<file path="config.mk">
export PLATFORM = sky130hd
export DESIGN_NAME = ysyx_lsu_flat
export DESIGN_NICKNAME = d
export VERILOG_FILES = /design/src/rtl/ysyx_pkg.sv /design/src/rtl/ysyx_lsu_if.sv /design/src/rtl/ysyx_lsu_ext.sv /design/src/rtl/ysyx_lsu.sv /design/src/flat_wrapper.sv
export SDC_FILE = /design/constraint.sdc
export NUM_CORES = 1
export LEC_CHECK = 0
export ABC_AREA = 1
export BUFFER_PORTS_ARGS = -buffer_cell sky130_fd_sc_hd__buf_2
export CAP_MARGIN = 15
export CORE_MARGIN = 2
export CORE_UTILIZATION = 41
export CTS_BUF_LIST = sky130_fd_sc_hd__clkbuf_16
export DETAILED_ROUTE_END_ITERATION = 10
export PLACE_DENSITY = 0.77
export SYNTH_ARGS = -nofsm -noshare
export SYNTH_HDL_FRONTEND = slang
export SYNTH_SLANG_ARGS = --single-unit
</file>
<file path="constraint.sdc">
create_clock -name clk_i -period 1.7 [get_ports clk_i]
set_clock_uncertainty 0.15 [all_clocks]
set_input_delay 0.34 -clock clk_i [delete_from_list [all_inputs] [get_ports clk_i]]
set_output_delay 0.34 -clock clk_i [all_outputs]
set_load 0.005 [all_outputs]
</file>
<file path="src/rtl/ysyx_pkg.sv">
// Shared LSU package: FSM state encoding, RV32 funct3 size codes and strobe/alignment helpers.
package ysyx_pkg;

   typedef enum logic [1:0] {
      ST_IDLE  = 2'd0,
      ST_LOAD  = 2'd1,
      ST_STORE = 2'd2,
      ST_RESP  = 2'd3
   } lsu_state_e;

   localparam logic [2:0] F3_B  = 3'b000;
   localparam logic [2:0] F3_H  = 3'b001;
   localparam logic [2:0] F3_W  = 3'b010;
   localparam logic [2:0] F3_BU = 3'b100;
   localparam logic [2:0] F3_HU = 3'b101;

   // Only the size bits matter; unused codes 011/110/111 fall through to word.
   function automatic logic [7:0] size_strb(input logic [2:0] funct3);
      case (funct3[1:0])
         2'b00:   size_strb = 8'h01;
         2'b01:   size_strb = 8'h03;
         default: size_strb = 8'h0f;
      endcase
   endfunction

   function automatic logic is_misaligned(input logic [2:0] funct3, input logic [1:0] addr_lo);
      case (funct3[1:0])
         2'b00:   is_misaligned = 1'b0;
         2'b01:   is_misaligned = addr_lo[0];
         default: is_misaligned = (addr_lo != 2'b00);
      endcase
   endfunction

endpackage

</file>
<file path="src/rtl/ysyx_lsu_if.sv">
// LSU bundle: EXU request, WBU response and the load/store bus toward the arbiter.
interface ysyx_lsu_if #(
   parameter int ADDR_W = 32,
   parameter int DATA_W = 32
);
   logic              req_valid;
   logic              req_ready;
   logic              req_wen;
   logic [ADDR_W-1:0] req_addr;
   logic [DATA_W-1:0] req_wdata;
   logic [2:0]        req_funct3;
   logic [4:0]        req_rd;

   logic              rsp_valid;
   logic              rsp_ready;
   logic [DATA_W-1:0] rsp_rdata;
   logic [4:0]        rsp_rd;
   logic              rsp_err;

   logic [ADDR_W-1:0] lsu_araddr;
   logic              lsu_arvalid;
   logic [7:0]        lsu_rstrb;
   logic [DATA_W-1:0] lsu_rdata;
   logic              lsu_rvalid;

   logic [ADDR_W-1:0] lsu_awaddr;
   logic              lsu_awvalid;
   logic [DATA_W-1:0] lsu_wdata;
   logic [7:0]        lsu_wstrb;
   logic              lsu_wvalid;
   logic              lsu_wready;

   modport master (
      input  req_valid, req_wen, req_addr, req_wdata, req_funct3, req_rd,
      input  rsp_ready, lsu_rdata, lsu_rvalid, lsu_wready,
      output req_ready, rsp_valid, rsp_rdata, rsp_rd, rsp_err,
      output lsu_araddr, lsu_arvalid, lsu_rstrb,
      output lsu_awaddr, lsu_awvalid, lsu_wdata, lsu_wstrb, lsu_wvalid
   );

   modport slave (
      output req_valid, req_wen, req_addr, req_wdata, req_funct3, req_rd,
      output rsp_ready, lsu_rdata, lsu_rvalid, lsu_wready,
      input  req_ready, rsp_valid, rsp_rdata, rsp_rd, rsp_err,
      input  lsu_araddr, lsu_arvalid, lsu_rstrb,
      input  lsu_awaddr, lsu_awvalid, lsu_wdata, lsu_wstrb, lsu_wvalid
   );
endinterface

</file>
<file path="src/rtl/ysyx_lsu_ext.sv">
// Combinational load-data extender: picks the low byte/halfword and sign- or zero-extends it.
module ysyx_lsu_ext
   import ysyx_pkg::*;
#(
   parameter int DATA_W = 32
) (
   input  logic [2:0]        funct3_i,
   input  logic [DATA_W-1:0] raw_i,
   output logic [DATA_W-1:0] data_o
);

   always_comb begin
      data_o = raw_i;
      case (funct3_i)
         F3_B:    data_o = {{(DATA_W-8){raw_i[7]}}, raw_i[7:0]};
         F3_H:    data_o = {{(DATA_W-16){raw_i[15]}}, raw_i[15:0]};
         F3_BU:   data_o = {{(DATA_W-8){1'b0}}, raw_i[7:0]};
         F3_HU:   data_o = {{(DATA_W-16){1'b0}}, raw_i[15:0]};
         default: data_o = raw_i;
      endcase
   end

endmodule

</file>
<file path="src/rtl/ysyx_lsu.sv">
// Load/store unit: one outstanding access, IDLE -> LOAD/STORE -> RESP with registered bus and response outputs.
// Optional macro YSYX_LSU_MISALIGN_CHK_EN short-circuits misaligned H/W accesses to an error response.
module ysyx_lsu
   import ysyx_pkg::*;
#(
   parameter int ADDR_W = 32,
   parameter int DATA_W = 32
) (
   input  logic          clk_i,
   input  logic          rst_ni,
   ysyx_lsu_if.master    io
);

   lsu_state_e        state_q;
   logic [ADDR_W-1:0] addr_q;
   logic [DATA_W-1:0] wdata_q;
   logic [DATA_W-1:0] rdata_q;
   logic [2:0]        funct3_q;
   logic [4:0]        rd_q;
   logic              arvalid_q;
   logic              awvalid_q;
   logic              rsp_valid_q;
   logic              err_q;
   logic [DATA_W-1:0] ext_data;
   logic              misalign;

   ysyx_lsu_ext #(.DATA_W(DATA_W)) u_ext (
      .funct3_i (funct3_q),
      .raw_i    (io.lsu_rdata),
      .data_o   (ext_data)
   );

`ifdef YSYX_LSU_MISALIGN_CHK_EN
   assign misalign = is_misaligned(io.req_funct3, io.req_addr[1:0]);
`else
   assign misalign = 1'b0;
`endif

   // Bus valids are set on entry to LOAD/STORE and cleared on completion, so they never overlap.
   always_ff @(posedge clk_i or negedge rst_ni) begin
      if (!rst_ni) begin
         state_q     <= ST_IDLE;
         addr_q      <= '0;
         wdata_q     <= '0;
         rdata_q     <= '0;
         funct3_q    <= '0;
         rd_q        <= '0;
         arvalid_q   <= 1'b0;
         awvalid_q   <= 1'b0;
         rsp_valid_q <= 1'b0;
         err_q       <= 1'b0;
      end else begin
         case (state_q)
            ST_IDLE: begin
               if (io.req_valid) begin
                  addr_q   <= io.req_addr;
                  wdata_q  <= io.req_wdata;
                  funct3_q <= io.req_funct3;
                  rd_q     <= io.req_rd;
                  rdata_q  <= '0;
                  err_q    <= misalign;
                  if (misalign) begin
                     rsp_valid_q <= 1'b1;
                     state_q     <= ST_RESP;
                  end else if (io.req_wen) begin
                     awvalid_q <= 1'b1;
                     state_q   <= ST_STORE;
                  end else begin
                     arvalid_q <= 1'b1;
                     state_q   <= ST_LOAD;
                  end
               end
            end
            ST_LOAD: begin
               if (io.lsu_rvalid) begin
                  rdata_q     <= ext_data;
                  arvalid_q   <= 1'b0;
                  rsp_valid_q <= 1'b1;
                  state_q     <= ST_RESP;
               end
            end
            ST_STORE: begin
               if (io.lsu_wready) begin
                  awvalid_q   <= 1'b0;
                  rsp_valid_q <= 1'b1;
                  state_q     <= ST_RESP;
               end
            end
            ST_RESP: begin
               if (io.rsp_ready) begin
                  rsp_valid_q <= 1'b0;
                  state_q     <= ST_IDLE;
               end
            end
            default: state_q <= ST_IDLE;
         endcase
      end
   end

   assign io.req_ready   = (state_q == ST_IDLE);
   assign io.lsu_araddr  = addr_q;
   assign io.lsu_arvalid = arvalid_q;
   assign io.lsu_rstrb   = size_strb(funct3_q);
   assign io.lsu_awaddr  = addr_q;
   assign io.lsu_awvalid = awvalid_q;
   assign io.lsu_wvalid  = awvalid_q;
   assign io.lsu_wdata   = wdata_q;
   assign io.lsu_wstrb   = size_strb(funct3_q);
   assign io.rsp_valid   = rsp_valid_q;
   assign io.rsp_rdata   = rdata_q;
   assign io.rsp_rd      = rd_q;
   assign io.rsp_err     = err_q;

endmodule

</file>
<file path="src/flat_wrapper.sv">
// flat-port wrapper written by rule: the top's interface ports become plain ports
module ysyx_lsu_flat import ysyx_pkg::*;
#(
   parameter int ADDR_W = 32,
   parameter int DATA_W = 32
)
  (clk_i, rst_ni, io_req_valid, io_req_wen, io_req_addr, io_req_wdata, io_req_funct3, io_req_rd, io_rsp_ready, io_lsu_rdata, io_lsu_rvalid, io_lsu_wready, io_req_ready, io_rsp_valid, io_rsp_rdata, io_rsp_rd, io_rsp_err, io_lsu_araddr, io_lsu_arvalid, io_lsu_rstrb, io_lsu_awaddr, io_lsu_awvalid, io_lsu_wdata, io_lsu_wstrb, io_lsu_wvalid);
  ysyx_lsu_if #(.ADDR_W(ADDR_W), .DATA_W(DATA_W)) io_i ();
  input  logic clk_i;
  input  logic rst_ni;
  input wire logic [$bits(io_i.req_valid)-1:0] io_req_valid;
  input wire logic [$bits(io_i.req_wen)-1:0] io_req_wen;
  input wire logic [$bits(io_i.req_addr)-1:0] io_req_addr;
  input wire logic [$bits(io_i.req_wdata)-1:0] io_req_wdata;
  input wire logic [$bits(io_i.req_funct3)-1:0] io_req_funct3;
  input wire logic [$bits(io_i.req_rd)-1:0] io_req_rd;
  input wire logic [$bits(io_i.rsp_ready)-1:0] io_rsp_ready;
  input wire logic [$bits(io_i.lsu_rdata)-1:0] io_lsu_rdata;
  input wire logic [$bits(io_i.lsu_rvalid)-1:0] io_lsu_rvalid;
  input wire logic [$bits(io_i.lsu_wready)-1:0] io_lsu_wready;
  output wire logic [$bits(io_i.req_ready)-1:0] io_req_ready;
  output wire logic [$bits(io_i.rsp_valid)-1:0] io_rsp_valid;
  output wire logic [$bits(io_i.rsp_rdata)-1:0] io_rsp_rdata;
  output wire logic [$bits(io_i.rsp_rd)-1:0] io_rsp_rd;
  output wire logic [$bits(io_i.rsp_err)-1:0] io_rsp_err;
  output wire logic [$bits(io_i.lsu_araddr)-1:0] io_lsu_araddr;
  output wire logic [$bits(io_i.lsu_arvalid)-1:0] io_lsu_arvalid;
  output wire logic [$bits(io_i.lsu_rstrb)-1:0] io_lsu_rstrb;
  output wire logic [$bits(io_i.lsu_awaddr)-1:0] io_lsu_awaddr;
  output wire logic [$bits(io_i.lsu_awvalid)-1:0] io_lsu_awvalid;
  output wire logic [$bits(io_i.lsu_wdata)-1:0] io_lsu_wdata;
  output wire logic [$bits(io_i.lsu_wstrb)-1:0] io_lsu_wstrb;
  output wire logic [$bits(io_i.lsu_wvalid)-1:0] io_lsu_wvalid;
  assign io_i.req_valid = io_req_valid;
  assign io_i.req_wen = io_req_wen;
  assign io_i.req_addr = io_req_addr;
  assign io_i.req_wdata = io_req_wdata;
  assign io_i.req_funct3 = io_req_funct3;
  assign io_i.req_rd = io_req_rd;
  assign io_i.rsp_ready = io_rsp_ready;
  assign io_i.lsu_rdata = io_lsu_rdata;
  assign io_i.lsu_rvalid = io_lsu_rvalid;
  assign io_i.lsu_wready = io_lsu_wready;
  assign io_req_ready = io_i.req_ready;
  assign io_rsp_valid = io_i.rsp_valid;
  assign io_rsp_rdata = io_i.rsp_rdata;
  assign io_rsp_rd = io_i.rsp_rd;
  assign io_rsp_err = io_i.rsp_err;
  assign io_lsu_araddr = io_i.lsu_araddr;
  assign io_lsu_arvalid = io_i.lsu_arvalid;
  assign io_lsu_rstrb = io_i.lsu_rstrb;
  assign io_lsu_awaddr = io_i.lsu_awaddr;
  assign io_lsu_awvalid = io_i.lsu_awvalid;
  assign io_lsu_wdata = io_i.lsu_wdata;
  assign io_lsu_wstrb = io_i.lsu_wstrb;
  assign io_lsu_wvalid = io_i.lsu_wvalid;
  ysyx_lsu #(.ADDR_W(ADDR_W), .DATA_W(DATA_W)) u_core (.clk_i(clk_i), .rst_ni(rst_ni), .io(io_i));
endmodule
</file>
## After elaboration in Yosys (flattened, before gate mapping)

Cells that the tools add are included.

- Memory bits (read-only): 0
- Word-level logic and storage cells: 57
- Latch bits: 0
- Memories: 0
- Output and inout port bits: 155
- Register bits: 109
- Bits in writable memories: 0

- Reduce and logical (&&, ||, !) cells: 11
- Multipliers: 0
- Add/subtract/negate cells: 0
- Bitwise gates (word level): 1
- Shift operators: 0
- Multiplexer cells: 23
- Magnitude comparators: 0
- Equality and inequality tests: 13
- Div/mod/pow operators: 0

Operators with widths:

| cell | count |
|---|---|
| one-hot mux 32 bit (4 select lines) | 1 |
| two-way mux 32 bit | 2 |
| one-hot mux 32 bit (2 select lines) | 1 |
| AND reduction 4 bit | 4 |
| != test 2 bit (second input constant) | 6 |
| two-way mux 2 bit | 5 |
| two-way mux 1 bit | 9 |
| one-hot mux 2 bit (4 select lines) | 1 |
| one-hot mux 4 bit (2 select lines) | 1 |
| equality test 3 bit (second input constant) | 2 |
| equality test 2 x 1 -> 1 bit (second input constant) | 2 |
| equality test 2 bit (second input constant) | 2 |
| zero test 2 bit | 2 |
| one-hot mux 1 bit (2 select lines) | 2 |
| nonzero test 2 bit | 2 |
| equality test 3 x 1 -> 1 bit (second input constant) | 1 |
| zero test 3 bit | 1 |
| one-hot mux 1 bit (3 select lines) | 1 |
| AND reduction 3 bit | 1 |
| AND reduction 2 bit | 1 |
| inverter 1 bit | 1 |

## Longest topological paths before layout

Gate-level depths: netlist (run 1).

- Depth after elaboration: 4
- Gate-level depth with buffers: 9
- Gate-level depth less buffers: 8

## Cells and area by module

From an unflattened synthesis (run 1), not the netlist that was laid out.

- Cells, all modules: 667
- Area total of the unflattened synthesis: 5484.0 µm²

Modules (own cells, without submodules):

| module | times used | area each (µm²) | cells each |
|---|---|---|---|
| ysyx_lsu | 1 | 5094.9 | 597 |
| ysyx_lsu_ext | 1 | 389.1 | 70 |

## Worst setup path before layout (run 1)

No wires, ideal clock.

- Path type: flip-flop to flip-flop
- From: register u_core.state_q[0]
- To: register u_core.addr_q[11] (netlist: u_core.io.lsu_araddr[11])
- Buffers on the path: 2
- Arrival time: 1.459 ns
- Library setup time: 0.125 ns
- Setup slack: -0.034 ns
- Period minus slack after synthesis: 1.734 ns
- Data required time: 1.425 ns
- Stages on the path, launching flop included: 7
- Cells stage by stage: dfrtp_1 -> inv_1 -> ha_1 -> nand2_1 -> buf_4 -> buf_6 -> mux2_4

- Word-level cells in the longest chain between the ends: 2

Ends and longest elaborated chain:

| element | line | text |
|---|---|---|
| start: declaration | ysyx_lsu.sv:14 | `lsu_state_e state_q;` |
| start signal: assignment | ysyx_lsu.sv:42 | `state_q <= ST_IDLE;` |
| start signal: assignment | ysyx_lsu.sv:64 | `state_q <= ST_RESP;` |
| start signal: assignment | ysyx_lsu.sv:67 | `state_q <= ST_STORE;` |
| zero test 2 bit | n/a |  |
| via io_req_ready | flat_wrapper.sv:21 | `output wire logic [$bits(io_i.req_ready)-1:0] io_req_ready;` |
| AND reduction 2 bit (no line) | n/a |  |
| end signal: assignment | ysyx_lsu.sv:56 | `addr_q <= io.req_addr;` |
| end: declaration | ysyx_lsu.sv:15 | `logic [ADDR_W-1:0] addr_q;` |

The timed path passes the listed nets, and every way through them passes these cells.
A chain may end at the register's enable or synchronous reset.

## Worst setup path after layout (run 1)

- From: register u_core.state_q[0]
- To: register u_core.rd_q[0] (netlist: u_core.io.rsp_rd[0])

- Word-level cells in the longest chain between the ends: 2

Ends and longest elaborated chain:

| element | line | text |
|---|---|---|
| zero test 2 bit | ysyx_lsu.sv:53 | `case (state_q)` |
| AND reduction 2 bit (no line) | n/a |  |
| end signal: assignment | ysyx_lsu.sv:59 | `rd_q <= io.req_rd;` |
| end: declaration | ysyx_lsu.sv:19 | `logic [4:0] rd_q;` |

Every way passes these cells.

==> results of run 1 <==
[layer usage]
metal	vias to the layer above	global-route usage, %	part of all wire [%]
met3	15	4.744	6.9
li1	1860	-	-
met5	-	0	0
met1	1776	22.42	42
met2	149	28.28	50
met4	0	5.382	1.5
[cells by family after synthesis]
group                      count (synthesis)
buffers and inverters                     81
and+or+nand+nor                          189
DFF                                      109
AOI/OAI and AO/OA                          8
adders and majority gates                  4
muxes                                     69
other                                      2
[critical path: cells and delay by family (launching register included)]
family,cells,cell delay [ps]
fa+ha+maj,1,190
buf+inv,2,300
flops,1,360
mux,1,360
simple gates,1,140
[state kept, by name, summed over array words and instances, names as in the netlist]
name                   cells
u_core.io.rsp_valid        1
u_core.funct3_q            3
u_core.io.lsu_awvalid      1
u_core.io.rsp_rdata       32
u_core.io.lsu_wdata       32
u_core.io.rsp_rd           5
u_core.io.lsu_arvalid      1
u_core.state_q             2
u_core.io.lsu_araddr      32
[through the flow]
stage | hold slack (ps) | TNS [ps] | std cells | worst slack, ps
finish | 43.03 | 0 | 845 | 63.71
global route | 37.76 | -53.86 | 845 | -24.70
CTS | 30.00 | -2.944 | 843 | -2.944
detailed placement | 214.5 | 0 | 824 | 30.36
global placement | 210.2 | 0 | 824 | 69.98
floorplan | -105.6 | 0 | 471 | 19.64
[where the power goes]
part           internal [W]  switching, W
clock network       0.00115      0.000944
registers           0.00380      0.000747
logic               0.00316       0.00255
[how the worst max path moves through the flow]
stage,depth (start not counted),slack (ps),end
after CTS,9,-3,u_core.io.rsp_rdata[6]$_DFFE_PN0P_
after global routing,8,-20,u_core.io.rsp_rdata[26]$_DFFE_PN0P_
after floorplan,6,20,u_core.io.lsu_araddr[11]$_DFFE_PN0P_
final,5,60,u_core.io.rsp_rd[0]$_DFFE_PN0P_
after global placement,9,70,u_core.io.rsp_rdata[10]$_DFFE_PN0P_
after detailed placement,9,30,u_core.io.rsp_rdata[6]$_DFFE_PN0P_
[area by class of cell]
| class | instances | share of cell area, % |
|---|---|---|
| Sequential cell | 109 | 40.95 |
| Tap cell | 147 | 2.762 |
| Timing Repair Buffer | 275 | 23.16 |
| Inverter | 17 | 1.033 |
| Clock buffer | 9 | 3.382 |
| Clock inverter | 7 | 1.127 |
| Multi-Input combinational cell | 281 | 27.58 |
[what timing repair did]
| item | in CTS | in global routing |
|---|---|---|
| buffers inserted | 3 | 1 |
| hold endpoints to repair | 109 | 0 |
| cloned | 0 | 1 |
| setup endpoints to repair | 3 | 39 |
| resized for setup | 5 | 9 |
| pin swaps | 1 | 1 |
| hold buffers | 1 | 0 |
[cells in the final DEF, fill, tap and decap left out, types with 2 or more instances in the layout]
cell and n:
o21ai_0 3, dfrtp_1 109, mux2_2 25, clkinv_1 2, ha_1 2, clkinvlp_4 2
inv_2 3, nand2_4 2, clkinv_2 2, a21oi_1 4, mux2_4 44, nand2_1 139
inv_1 11, buf_12 7, nor2_1 40, buf_2 253, clkinv_4 2, nand3_1 4
conb_1 11, buf_4 12, clkbuf_16 10
==> flow_summary.toml, run 1 <==
[outcome]
status = "finished, final reports clean"

[placement]
port_buffers = 254
place_area_um2 = 6251
dpl.hpwl_mm = 8.831
gp_congestion = 0.8439

[critical_path]
cp-end-kind = "flip-flop"
r2r_cells = 5
rr_startpoint = "u_core.state_q[0]$_DFFE_PN0P_"
cp-start-kind = "flip-flop"
r2r_slack_ps = 60
crit_slowest_cell = "dfrtp_1"
r2r_end = "u_core.io.rsp_rd[0]$_DFFE_PN0P_"
crit_type = "reg2reg"
cp.arrival_ps = 1710
critPathLaunch = "u_core.state_q[0]$_DFFE_PN0P_"
max_stage_delay_ps = 360
crit_path_max_fanout = 32
required_ps = 1780
path_cells = "inv_2, ha_4, nand2_4, buf_12, mux2_2"

[synthesis]
ys_ff_latch = 109
synth_common_cells = "142 x nand2_1, 109 x dfrtp_1, 52 x buf_4, 44 x mux2_4, 41 x nor2_1"
synth_most_common_cell = "nand2_1"
synth_flop_cell = "dfrtp_1"
synthXorXnorAreaFrac_pct = 0
yosysWarnings = 0
synth_mux_area_share_pct = 18.72
synth_compound_area_share_pct = 0.7954
yosys.area_share.adder_pct = 0.9943
synth_top_area_cell = "dfrtp_1"
synth_cells = 462
synth_top_family_by_area = "multiplexers"
synthesis.area_um2 = 5034
async_flop_share_pct = 100.0
synth_edf_count = 0
ys_types = 18
synth.avg_cell_area_um2 = 10.90
synth_top_cell_area_share_pct = 54.19
synth-simple-area-share_pct = 14.37
synth_area_leaders = "dfrtp_1 54%, mux2_4 13%, nand2_1 11%"
yosysSeqAreaShare_pct = 54.19

[floorplan]
die_height_um = 114.8
dieArea_um2 = 13180
core_um2 = 12010
start_util_pct = 41.91
die_x_um = 114.8
row_count = 40
io_pins = 266

[worst_hold_path]
worstHoldStart = "io_lsu_rdata[4]"
min_to = "u_core.io.rsp_rdata[4]$_DFFE_PN0P_"
hold_path_class = "in2reg"
whs_path_depth = 3

[clocking]
clkTransAtPathRegs_ps = 70
cts_sinks = 109
cts_buffer_depth = 2
insertion_delay_ps = 340
cts_root_buf = "clkbuf_16"
htree_num_levels = 3
cts_tree = "built"
numCtsBuffers = 9

[layout]
nNetsFinal = 808
antenna_cells = 0
fill_cells = 1063
stdcell_area_um2 = 6660
utilization_pct = 55.45
syn_to_final_growth_pct = 32.31
register_area_um2 = 2728
multi_input_area_um2 = 1837
drive_gt1_share_pct = 53.01

[routing]
vias = 3800
drt-initial-drc-count = 210
dr.pass1.iters = 4
routed_wl_mm = 11.79
drc_errors = 0
wire_per_inst_um = 13.95
ant_nets = 0
viasPerCell = 4.497

[timing]
fmax_ghz = 0.6111
period_minus_slack_ps = 1636
hold_viol_final = 0
report.final.slew_viol_count = 0
relSlewSlack_pct = 65.41
finalCritPeriodShare_pct = 96.25
setup_viol = 0
rsz0062_at_grt = "true"
worst_pin_slew_ps = 518.3

[job]
cap_violations = 0

[power_and_ir_drop]
vdd_drop_max_v = 0.0008576
finalPower_w = 0.01236
p_per_area_nw_per_um2 = 1856
leakage_nw = 3.837

[global_route]
grt_max_degree = 60
grt_util_all_layers_pct = 17.24
grt_overflow = 0
grt_antenna_before_repair = 0
grt_pass1_vias = 3619
grt_pass1_wl_mm = 17.84
(Power assumes the default switching activity.)
==> run 2: changes to the inputs <==
CORE_UTILIZATION = 35   (was 41)
PLACE_DENSITY = 0.67   (was 0.77)
==> run 2 against run 1 <==
Effect of this change: final area up 3.9%; critical path depth up 1; sequential share of layout area down 1.5 points; combinational power up 11%; non-clock buffer count up 10; highest routed layer unchanged.
==> flow_summary.toml, run 2 (same netlist as run 1, synthesis figures left out) <==
[clocking]
cts_root_buf = "clkbuf_16"
cts_tree = "built"
htree_num_levels = 3
cts_sinks = 109
numCtsBuffers = 9
clkTransAtPathRegs_ps = 70
insertion_delay_ps = 340
cts_buffer_depth = 2

[layout]
nNetsFinal = 818
stdcell_area_um2 = 6923
multi_input_area_um2 = 1908
syn_to_final_growth_pct = 37.53
antenna_cells = 0
drive_gt1_share_pct = 53.81
final_cell_mix = "252 x buf_2, 138 x nand2_1, 108 x dfrtp_1"
register_area_um2 = 2729
fill_cells = 1339
final_common_cell = "buf_2"

[timing]
fmax_ghz = 0.5961
setup_tns_ps = 0
setup_viol = 0
worst_pin_slew_ps = 606.7
hold_viol_final = 0
period_minus_slack_ps = 1677
finalWorstSetupSlack_ps = 22.51
whs_ps = 48.60
report.final.slew_viol_count = 0
relSlewSlack_pct = 59.55
finalCritPeriodShare_pct = 98.68
rsz0062_at_grt = "true"

[critical_path]
crit_path_max_fanout = 14
crit_type = "reg2reg"
r2r_cells = 6
cp-end-kind = "flip-flop"
r2r_slack_ps = 20
r2r_end = "u_core.io.lsu_araddr[19]$_DFFE_PN0P_"
rr_startpoint = "u_core.state_q[0]$_DFFE_PN0P_"
cp.arrival_ps = 1750
cp-start-kind = "flip-flop"
required_ps = 1770

[routing]
drt-initial-drc-count = 106
wire_per_inst_um = 14.48
viasPerCell = 4.372
ant_nets = 0
vias = 3882
routed_wl_mm = 12.86
drc_errors = 0
dr.pass1.iters = 4

[worst_hold_path]
worstHoldStart = "io_lsu_rdata[6]"
min_to = "u_core.io.rsp_rdata[6]$_DFFE_PN0P_"
hold_path_class = "in2reg"
whs_path_depth = 3

[global_route]
grt_util_all_layers_pct = 15.48
grt_pass1_wl_mm = 18.33
grt_overflow = 0
grt_antenna_before_repair = 0
grt_max_degree = 110
grt_pass1_vias = 3696

[placement]
dpl.hpwl_mm = 8.878
gp_congestion = 0.8054
port_buffers = 254
place_area_um2 = 6307
dp_slack_ps = 20.82

[power_and_ir_drop]
finalPower_w = 0.01297
leakage_nw = 4.004
vdd_drop_max_v = 0.0007426
p_per_area_nw_per_um2 = 1874

[floorplan]
die_height_um = 123.9
io_pins = 266
core_um2 = 13990
row_count = 43
die_x_um = 123.9
dieArea_um2 = 15360
start_util_pct = 35.98

[outcome]
status = "finished, final reports clean"

[job]
cap_violations = 0
==> run 2: per-layer routing <==
metal / vias to the layer above / global-route usage (%) / routed length, um
met5: - / 0 / 0
met4: 0 / 7.163 / 311
met3: 20 / 3.068 / 888
met2: 161 / 26.20 / 6367
met1: 1810 / 19.04 / 5295
li1: 1891 / - / -
==> run 2: what timing repair did <==
action,in CTS,in global routing
setup buffers,3,3
pin swaps,1,1
resized for setup,10,25
setup endpoints to repair,3,91
hold buffers,1,0
endpoints found under the hold margin,109,0
cloned,0,6
==> run 2: final cells by class <==
type	count	share of cell area, %
Sequential cell	109	39.42
Multi-Input combinational cell	281	27.56
Timing Repair Buffer	285	24.49
Clock buffer	9	3.253
Tap cell	180	3.253
Clock inverter	7	1.084
Inverter	17	0.9398
==> run 2: critical path, cell delays in order, from the launching register on <==
cell	delay (ps)
dfrtp_1	390
inv_2	70
ha_4	170
buf_12	130
nand2_8	130
clkbuf_16	220
mux2_4	310
==> run 2: metrics by stage <==
stage,cells,util (%)
after global routing,888,49.49
after detailed placement,859,45.09
after global placement,859,45.09
after CTS,879,47.77
final,888,49.49
after floorplan,471,-
==> run 2: worst max-delay path by stage <==
stage,startpoint,endpoint
after global placement,u_core.state_q[0]$_DFFE_PN0P_,u_core.io.rsp_rd[1]$_DFFE_PN0P_
after global routing,u_core.state_q[0]$_DFFE_PN0P_,io_req_ready
final,u_core.state_q[0]$_DFFE_PN0P_,u_core.io.lsu_araddr[19]$_DFFE_PN0P_
after CTS,u_core.state_q[1]$_DFFE_PN0P_,io_req_ready
after detailed placement,u_core.state_q[0]$_DFFE_PN0P_,u_core.io.rsp_rdata[19]$_DFFE_PN0P_
after floorplan,u_core.state_q[0]$_DFFE_PN0P_,u_core.io.lsu_araddr[11]$_DFFE_PN0P_
==> run 2: power by group <==
part	internal [W]	switching [W]	leakage [nW]
clock network	0.00115	0.000977	0.143
logic	0.00360	0.00272	2.52
registers	0.00381	0.000714	1.34
